--- config.mk ---
export PLATFORM = sky130hd
export DESIGN_NAME = adder_seq_ctrl
export DESIGN_NICKNAME = d
export VERILOG_FILES = /design/src/rtl/adder_seq_ctrl.sv
export SDC_FILE = /design/constraint.sdc
export NUM_CORES = 1
export LEC_CHECK = 0
export CORE_MARGIN = 4
export CORE_UTILIZATION = 31
export DETAILED_ROUTE_END_ITERATION = 10
export PLACE_DENSITY_LB_ADDON = 0.15
export SYNTH_ARGS = -nofsm -noshare
export SYNTH_HDL_FRONTEND = slang
export SYNTH_SLANG_ARGS = --single-unit
--- constraint.sdc ---
create_clock -name clk -period 1.9 [get_ports clk]
set_input_delay 0.19 -clock clk [delete_from_list [all_inputs] [get_ports clk]]
set_output_delay 0.19 -clock clk [all_outputs]
set_load 0.1 [all_outputs]
--- src/rtl/adder_seq_ctrl.sv ---
// Sequencer for an external 8-bit add/sub adder: latches operands, waits SETTLE_CYC cycles, captures result.
// Optional accumulate mode (acc_sel port) is enabled by defining ADDER_SEQ_ACC_EN.
module adder_seq_ctrl #(
  parameter int unsigned SETTLE_CYC = 3
) (
  input  logic       clk,
  input  logic       rst,
  input  logic       in_valid,
  output logic       in_ready,
  input  logic [7:0] in_a,
  input  logic [7:0] in_b,
  input  logic       in_mode,
`ifdef ADDER_SEQ_ACC_EN
  input  logic       acc_sel,
`endif
  output logic [7:0] add_a,
  output logic [7:0] add_b,
  output logic       add_mode,
  input  logic [7:0] add_sum,
  input  logic       add_cout,
  input  logic       add_ovf,
  output logic [7:0] res_sum,
  output logic       res_cout,
  output logic       res_ovf,
  output logic       out_valid,
  input  logic       out_ready,
  output logic       busy
);

  // A setting of 0 is treated like 1: capture on the first SETTLE edge.
  localparam logic [3:0] CNT_LOAD = (SETTLE_CYC == 0) ? 4'd0 : 4'(SETTLE_CYC - 1);

  typedef enum logic [1:0] {
    IDLE   = 2'd0,
    SETTLE = 2'd1,
    DONE   = 2'd2
  } state_t;

  state_t     state;
  logic [3:0] cnt;
  logic       accept;
  logic [7:0] a_src;

  assign in_ready = (state == IDLE) || ((state == DONE) && out_ready);
  assign accept   = in_valid && in_ready;

`ifdef ADDER_SEQ_ACC_EN
  assign a_src = acc_sel ? res_sum : in_a;
`else
  assign a_src = in_a;
`endif

  always_ff @(posedge clk or posedge rst) begin
    if (rst) begin
      state     <= IDLE;
      cnt       <= 4'd0;
      add_a     <= 8'h00;
      add_b     <= 8'h00;
      add_mode  <= 1'b0;
      res_sum   <= 8'h00;
      res_cout  <= 1'b0;
      res_ovf   <= 1'b0;
      out_valid <= 1'b0;
      busy      <= 1'b0;
    end else begin
      case (state)
        SETTLE: begin
          if (cnt != 4'd0) begin
            cnt <= cnt - 4'd1;
          end else begin
            res_sum   <= add_sum;
            res_cout  <= add_cout;
            res_ovf   <= add_ovf;
            out_valid <= 1'b1;
            busy      <= 1'b0;
            state     <= DONE;
          end
        end
        DONE: begin
          if (out_ready) begin
            out_valid <= 1'b0;
            state     <= IDLE;
          end
        end
        default: ;
      endcase
      // An accept overrides the DONE->IDLE move so back-to-back commands skip IDLE.
      if (accept) begin
        add_a    <= a_src;
        add_b    <= in_b;
        add_mode <= in_mode;
        cnt      <= CNT_LOAD;
        busy     <= 1'b1;
        state    <= SETTLE;
      end
    end
  end

endmodule

## After elaboration in Yosys (flattened, before gate mapping)

Index checks and enable logic that the tools add are counted.

| operators by class | value |
|---|---|
| add/subtract/negate cells | 1 |
| equality and inequality tests | 7 |
| mux-type cells | 13 |
| bitwise gates (word level) | 1 |
| reduce and logical (&&, ||, !) cells | 14 |

Operators with widths:

| kind | count |
|---|---|
| 4-bit two-way mux | 3 |
| 2-bit two-way mux | 3 |
| 2-bit != test, second input constant | 3 |
| 3-bit != test, second input constant | 2 |
| 2-bit AND reduction | 3 |
| 3-bit AND reduction | 2 |
| 2-bit nonzero test | 3 |
| 1-bit two-way mux | 5 |
| 2-bit one-hot mux with 2 select lines | 1 |
| 4-bit nonzero test | 1 |
| 4-bit by 1-bit subtractor with 4-bit output, second input constant | 1 |
| 3-bit nonzero test | 1 |
| 2-bit by 1-bit == test with 1-bit output, second input constant | 1 |
| 2-bit == test, second input constant | 1 |
| 1-bit logical AND | 2 |
| 2-bit logical NOT | 1 |
| 1-bit one-hot mux with 2 select lines | 1 |
| 1-bit logical OR | 1 |
| 1-bit NOT | 1 |

| storage, ports and cells | value |
|---|---|
| register bits after elaboration | 35 |
| input bits | 31 |
| output and inout port bits | 30 |
| logic and storage cells | 46 |

## Depth between registers and ports, before layout

| logic depth | value |
|---|---|
| depth in word-level cells | 6 |
| depth in mapped cells | 6 |
| mapped depth without buffers | 5 |

## Least setup slack after synthesis

No wires, ideal clock.

| timing | value |
|---|---|
| path type | reg2out |
| from | register state[1] |
| to | output in_ready |
| arrival | 1.807 ns |
| data required time | 1.710 ns |
| setup slack | -0.097 ns |
| cell stages (with the launch flop) | 3 |
| buffers on the path | 0 |
| cells stage by stage | dfrtp_1 -> nor2b_1 -> nor2_1 |

| on the way | value |
|---|---|
| word-level cells in the longest chain between the ends | 3 |
| elaborated cells between the ends (all ways) | 4 |
| those cells by class | eq/ne: 1; reduce/logical: 3 |

Ends and longest elaborated chain:

| element | line | source |
|---|---|---|
| start, declared | 39 | `state_t state;` |
| start signal, assigned | 55 | `state <= IDLE;` |
| start signal, assigned | 76 | `state <= DONE;` |
| start signal, assigned | 82 | `state <= IDLE;` |
| 2-bit == test | 44 | `assign in_ready = (state == IDLE) \|\| ((state == DONE) && out_ready);` |
| 1-bit logical AND | 44 |  |
| 1-bit logical OR * | 44 |  |
| end, declared | 9 | `output logic in_ready,` |

Mark *: on every way between the ends. The rest lies on a longest branch, timed or not.

## Worst setup path in the final report

| timing | value |
|---|---|
| from | register cnt[0] |
| to | register res_ovf |

| on the way | value |
|---|---|
| word-level cells in the longest chain between the ends | 3 |

Ends and longest elaborated chain:

| element | line | source |
|---|---|---|
| start, declared | 40 | `logic [3:0] cnt;` |
| start signal, assigned | 69 | `cnt <= cnt - 4'd1;` |
| 4-bit nonzero test | 68 | `if (cnt != 4'd0) begin` |
| 1-bit NOT (no source line) | - |  |
| 2-bit AND reduction (no source line) | - |  |
| end signal, assigned | 73 | `res_ovf <= add_ovf;` |
| end, declared | 24 | `output logic res_ovf,` |

Every way passes these cells.
A chain may end at the register's enable or synchronous reset.

==> impl_results.md <==
* Status: completed
* Port bufs at 60
* Detailed-route DRC error count at 0
* Core area at roughly 4400 um2
* Cell Area, Synth at 1453 um2
* Crit Path Class: reg2reg
* Compound-Gate Fraction of Synth Area at 0.04220
* Worst r2r dst: res_ovf
* Fillers at 420
* Synth Area in XOR/XNOR at 0
* Syn_area_per_cell at 14.67 um2
* Vias per cell at between 4 and 5
* Final setup viols at 0
* Library cells used by synthesis at 24
* Yosys reg bits at 35
* FF-to-FF Start: cnt[0]
* Register area share after synthesis at 0.6029
* Syn Nets at roughly 130
* Area grow syn2layout at 46.77%
* Simple-gate portion of the synthesized area at 0.08269
* Reg clk slew, reported paths at about 60 ps
* Worst setup EP type: flop
* Tcrit/Tclk final at 0.8788
* Multiplexer area fraction after synthesis at 0.2188
* Root Buffer: clkbuf_8
* Placer Congestion at between 0.8 and 0.9
* Share of post-route cells with drive strength above 1 at 0.4242
* Cts hold-fix bufs at 0
* Final HPWL DP at about 2400 um
* Initial antenna violation count at 0
* Final nets at 199
* Total wire length at approximately 3100 um
* Min cycle time layout at approximately 1700 ps
* Final hold vios at 0
* Drt pass-1 iters at 4
* Most frequent cells in the layout: dfrtp_1, buf_4, clkdlybuf4s50_1, mux2_2
* Clock tree buffer depth at 2
* CTS H-tree lvls at 2
* Initial DRC count at 50
* CP max FO at 14
* Ports at 61
* Antenna cells at 0
* Post-Syn Instances at 99
* Worst clock skew at approximately 3 ps
* Die Width at 76.46 um
* Resize count post-CTS at 0
* Post-CTS Repair Setup Buffers at 0
* Die height at 76.46 um
* Commonest non-fill, non-tap cell in the layout: dfrtp_1
* GR Overflow Total at 0
* Max-Slew Margin vs Limit at 0.6984
* WP data required at between 2000 and 2500 ps
* Die Area at roughly 5800 um2
* FF-to-FF path depth at 5
* Flop2flop setup slack at 230 ps
* GR Util All Layers at 0.1121
* Pin count of the biggest net entering global routing at 36
* Setup_tns at 0 ps
* RSZ-0062 raised after global routing: false
* Fmax at ~0.6 GHz
* Row count at 24
* Worst Setup SP: cnt[0]
* First-pass GRT wire length at 5195 um
* Worst-Skew Late Latency at approximately 280 ps
* Slew Viols, Final at 0
* Worst-Margin Slew at 452.4 ps
* DR vias at 1020
* Initial core utilization at 0.3269
* Crit path DAT at between 1500 and 2000 ps
* Worst hold path class: in2async
* Vias in the first global route at 1159
* WL/cell at about 14 um
* Antenna Violating Nets Remaining at 0
* Total CTS buffers at 5
* Clock sink count at 35
* Yosys warns at 0
* Maxcap violations at 0
* CTS tree: yes
* Synth Area in Adders at 0.01723
* Largest family of logic cells by synthesized area: multiplexers
* Crit start category: flop
## sequential cells by signal, indices dropped and copies added (netlist names), 2 cells and up
register,cells
res_sum,8
add_b,8
cnt,4
add_a,8
state,2
## routing by layer
metal  vias up  global-route usage  wire length (um)
met5         -                   0                 0
met4         0             0.05072                51
met3         6             0.04255               182
met2        28              0.1924              1698
met1       511              0.1221              1208
li1        475                   -                 -
## worst max path at each step
stage	to	slack, ps	cells past startpoint
CTS	res_ovf	220	5
floorplan	res_ovf	360	6
detailed placement	res_ovf	240	5
global placement	res_ovf	320	5
global route	res_ovf	150	5
finish	res_ovf	230	5
## critical path, cell delays in order, from the launching register on
cell,delay (ps)
dfrtp_1,400
inv_1,100
ha_1,190
nor3b_4,270
nand3b_4,240
mux2_4,350
## layout make-up
| type | count | area, um2 | share of cell area |
|---|---|---|---|
| Tap cell | 52 | 65.06 | 0.03052 |
| Sequential cell | 35 | 875.8 | 0.4108 |
| Clock buffer | 6 | 72.57 | 0.03404 |
| Timing Repair Buffer | 63 | 573.1 | 0.2688 |
| Multi-Input combinational cell | 56 | 526.8 | 0.2471 |
| Inverter | 5 | 18.77 | 0.008803 |
## through the flow
| stage | setup WS [ps] | hold WS [ps] | util | std cells | instance area (um2) |
|---|---|---|---|---|---|
| floorplan | 361.4 | 324.7 | - | 99 | 1455 |
| global placement | 322.0 | 460.4 | 0.4634 | 211 | 2059 |
| detailed placement | 235.5 | 468.4 | 0.4634 | 211 | 2059 |
| CTS | 222.3 | 338.8 | 0.4797 | 217 | 2132 |
| global route | 154.7 | 367.9 | 0.4797 | 217 | 2132 |
| finish | 230.2 | 317.7 | 0.4797 | 217 | 2132 |
## synthesized netlist by cell type
cell type,n,area share
mux2_4,1,0.010
or4_1,2,0.010
inv_1,5,0.013
mux2i_1,1,0.0069
or3_1,1,0.0043
o21ai_0,4,0.014
ha_1,2,0.017
nand2b_1,1,0.0043
nor2_1,2,0.0052
nand2b_2,1,0.0060
nand3b_4,1,0.014
a21o_1,1,0.0052
nand2_1,3,0.0078
a21oi_1,3,0.010
o21a_1,1,0.0052
nor2_2,1,0.0043
o221a_2,1,0.0078
nor3b_4,1,0.013
nor2b_1,2,0.0086
mux2_2,25,0.19
buf_6,3,0.023
mux2_1,1,0.0078
dfrtp_1,35,0.60
nand3b_1,1,0.0052
## cells by family after synthesis
family	Yosys count
mux	28
fa+ha+maj	2
simple gates	16
flops	35
compound gates	10
buf+inv	8
Power is not shown: default switching activity piles up to over one toggle a cycle in this logic, so the estimate is an artifact.
